`config.mk`:
```
export PLATFORM = sky130hd
export DESIGN_NAME = vdac_sample_driver
export DESIGN_NICKNAME = d
export VERILOG_FILES = /design/src/rtl/vdac_sample_driver.sv
export SDC_FILE = /design/constraint.sdc
export NUM_CORES = 1
export LEC_CHECK = 0
export ABC_AREA = 1
export BUFFER_PORTS_ARGS = -buffer_cell sky130_fd_sc_hd__buf_2
export CAP_MARGIN = 10
export CELL_PAD_IN_SITES_DETAIL_PLACEMENT = 1
export CELL_PAD_IN_SITES_GLOBAL_PLACEMENT = 1
export CORE_UTILIZATION = 25
export CTS_CLUSTER_SIZE = 20
export DETAILED_ROUTE_END_ITERATION = 10
export PLACE_DENSITY = 0.49
export SLEW_MARGIN = 20
export SYNTH_ARGS = -nofsm -noshare
export SYNTH_HDL_FRONTEND = slang
export SYNTH_SLANG_ARGS = --single-unit
```
`constraint.sdc`:
```
create_clock -name clk_i -period 2.8 [get_ports clk_i]
set_input_delay 0 -clock clk_i [delete_from_list [all_inputs] [get_ports clk_i]]
set_output_delay 0 -clock clk_i [all_outputs]
set_load 0.05 [all_outputs]
```
`src/rtl/vdac_sample_driver.sv`:
```
// vdac_sample_driver: buffers signed samples in a small FIFO and releases one
// sample per programmable sample-rate tick to the vdac data/enable inputs.
// An FSM sequences the IDLE, PRIME and RUN phases. An empty FIFO on a tick
// outputs midscale (code 0). Dropping run_i flushes the FIFO.
module vdac_sample_driver #(
    parameter  int BITWIDTH   = 6,
    parameter  int FIFO_DEPTH = 4,
    parameter  int DIV_WIDTH  = 16,
    localparam int PTR_W      = $clog2(FIFO_DEPTH),
    localparam int LVL_W      = PTR_W + 1
) (
    input  logic                 clk_i,
    input  logic                 reset_n_i,
    input  logic [BITWIDTH-1:0]  sample_i,
    input  logic                 sample_valid_i,
    output logic                 sample_ready_o,
    input  logic                 run_i,
    input  logic [DIV_WIDTH-1:0] div_i,
    output logic [LVL_W-1:0]     fifo_level_o,
    output logic                 underrun_o,
    output logic                 tick_o,
    output logic [BITWIDTH-1:0]  dac_data_o,
    output logic                 dac_enable_o
);

    typedef enum logic [1:0] {
        ST_IDLE  = 2'd0,
        ST_PRIME = 2'd1,
        ST_RUN   = 2'd2
    } state_e;

    // ------------------------------------------------------------------
    // State
    // ------------------------------------------------------------------
    state_e               state_q;
    logic [DIV_WIDTH-1:0] count_q;
    logic [BITWIDTH-1:0]  data_q;
    logic                 enable_q;
    logic                 tick_q;
    logic                 underrun_q;
    logic                 ready_en_q;

    logic [BITWIDTH-1:0]  mem_q [FIFO_DEPTH];
    logic [PTR_W-1:0]     wr_ptr_q, wr_ptr_d;
    logic [PTR_W-1:0]     rd_ptr_q, rd_ptr_d;
    logic [LVL_W-1:0]     level_q, level_d;

    // ------------------------------------------------------------------
    // Control decode
    // ------------------------------------------------------------------
    logic full;
    logic empty;
    logic primed;
    logic stop;
    logic tick_now;
    logic push;
    logic pop;
    logic [BITWIDTH-1:0] head;

    assign full     = (level_q == LVL_W'(FIFO_DEPTH));
    assign empty    = (level_q == '0);
    assign primed   = (level_q >= LVL_W'(FIFO_DEPTH / 2));
    assign head     = mem_q[rd_ptr_q];

    // Leaving RUN flushes the FIFO and overrides any push seen in the same cycle.
    assign stop     = (state_q == ST_RUN) && !run_i;

    // The >= compare lets a lowered div_i take effect at once instead of wrapping.
    assign tick_now = (state_q == ST_RUN) && run_i && (count_q >= div_i);

    // An empty FIFO underruns on a tick even if a push arrives in the same cycle.
    assign pop      = tick_now && !empty;

    // Ready is held low until the first clock after reset release.
    assign sample_ready_o = ready_en_q && !full;
    assign push           = sample_valid_i && sample_ready_o && !stop;

    // ------------------------------------------------------------------
    // FIFO pointer and level next-state
    // ------------------------------------------------------------------
    // Compute the next FIFO pointers and occupancy from push/pop/flush.
    always_comb begin
        // NOTE: every variable gets a default first, so no path leaves it unassigned and no latch is inferred.
        wr_ptr_d = wr_ptr_q;
        rd_ptr_d = rd_ptr_q;
        level_d  = level_q;
        if (stop) begin
            wr_ptr_d = '0;
            rd_ptr_d = '0;
            level_d  = '0;
        end else begin
            if (push) begin
                wr_ptr_d = wr_ptr_q + PTR_W'(1);
            end
            if (pop) begin
                rd_ptr_d = rd_ptr_q + PTR_W'(1);
            end
            unique case ({push, pop})
                2'b10:   level_d = level_q + LVL_W'(1);
                2'b01:   level_d = level_q - LVL_W'(1);
                default: level_d = level_q;
            endcase
        end
    end

    // Register the FIFO pointers, the occupancy and the post-reset ready enable.
    always_ff @(posedge clk_i or negedge reset_n_i) begin
        if (!reset_n_i) begin
            // NOTE: sequential state uses non-blocking assignments, so every register sees pre-edge values.
            wr_ptr_q   <= '0;
            rd_ptr_q   <= '0;
            level_q    <= '0;
            ready_en_q <= 1'b0;
        end else begin
            wr_ptr_q   <= wr_ptr_d;
            rd_ptr_q   <= rd_ptr_d;
            level_q    <= level_d;
            ready_en_q <= 1'b1;
        end
    end

    // Write accepted samples into the FIFO storage.
    always_ff @(posedge clk_i) begin
        // NOTE: storage has no reset. The pointers and level alone define which entries are valid.
        if (push) begin
            mem_q[wr_ptr_q] <= sample_i;
        end
    end

    // ------------------------------------------------------------------
    // Sequencer: IDLE -> PRIME -> RUN, with divider and registered outputs
    // ------------------------------------------------------------------
    // Drive the playback FSM, the sample-rate divider and all vdac-facing registers.
    always_ff @(posedge clk_i or negedge reset_n_i) begin
        if (!reset_n_i) begin
            state_q    <= ST_IDLE;
            count_q    <= '0;
            data_q     <= '0;
            enable_q   <= 1'b0;
            tick_q     <= 1'b0;
            underrun_q <= 1'b0;
        end else begin
            tick_q     <= 1'b0;
            underrun_q <= 1'b0;
            unique case (state_q)
                ST_IDLE: begin
                    count_q  <= '0;
                    data_q   <= '0;
                    enable_q <= 1'b0;
                    if (run_i) begin
                        state_q <= ST_PRIME;
                    end
                end
                ST_PRIME: begin
                    count_q <= '0;
                    if (!run_i) begin
                        state_q <= ST_IDLE;
                    end else if (primed) begin
                        state_q  <= ST_RUN;
                        enable_q <= 1'b1;
                    end
                end
                ST_RUN: begin
                    if (!run_i) begin
                        state_q  <= ST_IDLE;
                        count_q  <= '0;
                        data_q   <= '0;
                        enable_q <= 1'b0;
                    end else if (tick_now) begin
                        count_q <= '0;
                        tick_q  <= 1'b1;
                        if (empty) begin
                            data_q     <= '0;
                            underrun_q <= 1'b1;
                        end else begin
                            data_q <= head;
                        end
                    end else begin
                        count_q <= count_q + DIV_WIDTH'(1);
                    end
                end
                default: begin
                    state_q  <= ST_IDLE;
                    count_q  <= '0;
                    data_q   <= '0;
                    enable_q <= 1'b0;
                end
            endcase
        end
    end

    assign fifo_level_o = level_q;
    assign underrun_o   = underrun_q;
    assign tick_o       = tick_q;
    assign dac_data_o   = data_q;
    assign dac_enable_o = enable_q;

endmodule

```
==> results.rst <==
.. list-table::
   :header-rows: 1

   * - Metric
     - Value
   * - Fin Setup TNS
     - 0 ns
   * - Cell depth of the worst flop-to-flop path
     - 18
   * - Final worst-path cycle share
     - 88.05%
   * - Placed Cells incl. Taps
     - 523
   * - Hold path startpoint
     - sample_valid_i
   * - Path type of the worst min-delay path
     - input port to register
   * - Last weighted congestion value of the routability-driven placer
     - 0.7363
   * - Half-perimeter wire length of the detailed placement result
     - about 5000 um
   * - Largest net degree at the start of global routing
     - 36
   * - Starting utilization of the core area
     - approximately a quarter
   * - Aggregate global-route resource usage
     - about an eighth
   * - WS Path Type
     - register to register
   * - Wire length of the first global-routing pass
     - 11,560 um
   * - Leading post-synthesis cells by cell area
     - dfrtp_1, edfxtp_1, ha_1
   * - Worst slew margin relative to its limit
     - 42.13%
   * - Hold WS
     - around 0.0056 ns
   * - Max Freq
     - about 400 MHz
   * - Final standard cell count with taps included and fillers excluded
     - approximately 550
   * - CP startpoint kind
     - register
   * - R2r endpoint
     - fifo_level_o[2]
   * - Worst r2r src
     - count_q[2]
   * - Clock root cell
     - clkbuf_16
   * - Layout Skew
     - between 0.004 and 0.005 ns
   * - Final critical delay including setup and external delays
     - 2.465 ns
   * - Critical Path RT
     - 3.01 ns
   * - Number of buffers created by CTS
     - 9
   * - Post-detailed-route count of antenna-violating nets
     - 0
   * - Synth Instances
     - ~320
   * - Mean routed wirelength per cell
     - around 12 um
   * - Clock Pin Slew Worst Setup and Hold Paths
     - 0.06 ns
   * - Worst-Skew Late Latency
     - approximately 0.33 ns
   * - Number of DRC violations after detailed-routing iteration 0
     - slightly above 50
   * - Diodes inserted
     - 0
   * - Number of max-slew violations in the final report
     - 0
   * - Total leakage power
     - 1.813 nW
   * - Net Count, Synth
     - about 370
   * - Register bit count reported by yosys
     - about 60
   * - Cell type with the highest aggregate area in the netlist
     - dfrtp_1
   * - Clock tree buffer depth
     - 2
   * - Outcome
     - completed
   * - Worst setup startpoint
     - count_q[2]
   * - CTS tree
     - yes
   * - Sort of element at the end of the critical path
     - register
   * - Final Routed Wirelength
     - a little under 7000 um
   * - IR Drop Worst-Case VDD
     - 0.0003786 V
   * - Worst-margin pin slew
     - approximately 0.87 ns
   * - Port bufs
     - 38
   * - Number of endpoints with negative hold slack in the final report
     - 0
   * - Proportion of synthesized chip area in sequential cells
     - between 50% and 60%
   * - Number of antenna violations at the first check in global routing
     - 0
   * - Total power divided by cell area
     - about 740 nW/um^2
   * - Fraction of post-synthesis cell area in the top cell type by area
     - approximately 28%
   * - Hold endpoint
     - wr_ptr_q[0]
   * - Drt first pass iters
     - 4
   * - Vias in the first global route
     - around 2.4k
   * - Boundary Pins
     - 39
   * - Die Height
     - between 100 and 150 um
   * - Layout Utilization
     - about a third
   * - Clock sinks
     - just under 60
   * - Via total after detailed routing
     - roughly 2.3k
   * - Number of placement rows
     - 40
   * - Remaining global-route overflow
     - 0
   * - Max_cap viols
     - 0
   * - Count of different cell masters after synthesis
     - 34
   * - Post-layout nets
     - 422
   * - Remaining DRCs
     - 0
   * - Vias per cell
     - roughly 4.2
   * - Number of warnings reported in the yosys synthesis log
     - 0
   * - Register-to-register setup slack
     - between 0.3 and 0.4 ns
   * - Synthesized area divided by synthesized cell count
     - between 9 and 10 sq um
   * - Setup Buffers After CTS
     - 0
   * - Fraction of layout instances using a drive strength above 1
     - between 20% and 30%
   * - Worst hold path depth
     - 4
   * - Die extent in x
     - roughly 110 um
   * - Total die area
     - about 13,000 sq um
   * - Area growth from synthesis to final layout
     - 25.75%
   * - Unrepaired setup endpoints after global routing
     - false
   * - Final setup viols
     - 0
   * - Netlist area before placement
     - roughly 3100 sq um
   * - Endpoint arrival time on the critical path
     - 2.68 ns
   * - H-tree Lvls
     - 3
   * - Filler cell count
     - 1,389
   * - Worst-path fanout max
     - 6
   * - Core footprint
     - around 12,000 sq um
timing repair:
| action | in CTS | in global routing |
|---|---|---|
| endpoints found under the setup margin | 0 | 1 |
| resized for setup | 0 | 1 |
| endpoints found under the hold margin | 61 | 0 |
| hold buffers | 8 | 0 |
per-stage QoR:
stage	worst slack (ns)	instance area, sq um	total power [mW]
floorplan	0.1728	3108	1.589
global placement	0.3009	3506	1.779
detailed placement	0.2174	3506	1.787
CTS	0.1992	3895	2.970
global route	0.04452	3899	3.071
finish	0.3346	3899	2.904
worst max-delay path by stage:
stage / slack (ns) / to / cells past startpoint
2_1_floorplan: 0.17 / fifo_level_o[2] / 12
3_3_place_gp: 0.30 / fifo_level_o[2] / 14
3_5_place_dp: 0.22 / fifo_level_o[2] / 14
4_1_cts: 0.20 / fifo_level_o[2] / 14
5_1_grt: 0.04 / fifo_level_o[2] / 18
6_report: 0.33 / fifo_level_o[2] / 18
cells in the mapped netlist, drive strengths merged:
master / count
nor3b: 2
nand2: 57
clkbuf: 2
a21boi: 1
a2bb2oi: 1
o31ai: 1
o21ai: 18
a211oi: 1
o32ai: 6
inv: 46
nand4: 9
edfxtp: 24
ha: 21
nor3: 8
o21a: 1
xnor2: 4
nand3: 11
xor2: 7
a21oi: 10
fa: 1
conb: 1
nor2: 49
buf: 3
dfrtp: 35
power breakdown:
part	switching, mW	leakage (nW)	internal (mW)
combinational	0.468	0.970	0.200
clock	0.438	0.149	0.705
sequential	0.0908	0.694	1.00
total	0.997	1.81	1.91
flip-flops by register name, indices dropped and copies added, names as in the netlist:
signal        cells
underrun_o        1
tick_o            1
count_q          16
dac_enable_o      1
fifo_level_o      3
ready_en_q        1
dac_data_o        6
mem_q            24
wr_ptr_q          2
rd_ptr_q          2
state_q           2
worst max-delay path, cell delays in order, from the launching register on:
cell and delay [ns]:
dfrtp_1 0.45, ha_1 0.30, nand2_1 0.09, nor2_1 0.05, nor2_1 0.08, nand2_1 0.06
nand2_1 0.05, nand2_1 0.04, nand2_1 0.11, nand2_1 0.10, nand3_2 0.13, inv_2 0.05
fa_1 0.37, xnor2_1 0.22, inv_1 0.06, nand2_1 0.06, nand2_1 0.05, nand2_1 0.05
nand2_1 0.05
cell usage in the layout, fill, tap and decap left out, types with 3 or more instances in the layout:
cell            n
nand2_1        56
nor2_1         40
inv_1          38
buf_2          38
dfrtp_1        35
edfxtp_1       24
ha_1           21
o21ai_1        12
a21oi_1         9
clkbuf_16       9
inv_2           8
dlygate4sd3_1   8
nand4_1         7
nand3_2         7
xor2_1          7
nor3_1          6
o21ai_0         6
o32ai_1         6
nor2_2          5
nand3_1         4
xnor2_1         4
nor2_4          3
inv_6           3
buf_4           3
per-layer routing:
| layer | vias to the layer above | global-route usage, % | part of all wire [%] |
|---|---|---|---|
| met4 | 0 | 5.263 | 1.9 |
| met1 | 1103 | 14.67 | 48 |
| li1 | 1167 | - | - |
| met5 | - | 0 | 0 |
| met3 | 11 | 2.410 | 2.9 |
| met2 | 35 | 19.88 | 47 |
cells by family (layout without fill, tap and decap cells):
family / after synthesis / count (layout) / share of synthesized area [%]
other cells: 1 / 1 / 0.1209
compound gates: 39 / 39 / 7.587
buf+inv: 51 / 111 / 6.376
flops: 59 / 59 / 51.49
fa+ha+maj: 22 / 22 / 9.120
simple gates: 136 / 136 / 22.19
xor+xnor: 11 / 11 / 3.107
cell type report:
type | instances | area, sq um | share of cell area [%]
inverters | 46 | 172.7 | 4.429
multi-input cells | 209 | 1318 | 33.79
repair buffers | 49 | 292.8 | 7.510
well taps | 168 | 210.2 | 5.392
clock inverters | 7 | 83.83 | 2.150
clock buffers | 9 | 225.2 | 5.777
flip-flops and latches | 59 | 1597 | 40.95
No activity file was read; power rests on OpenSTA's default activity.
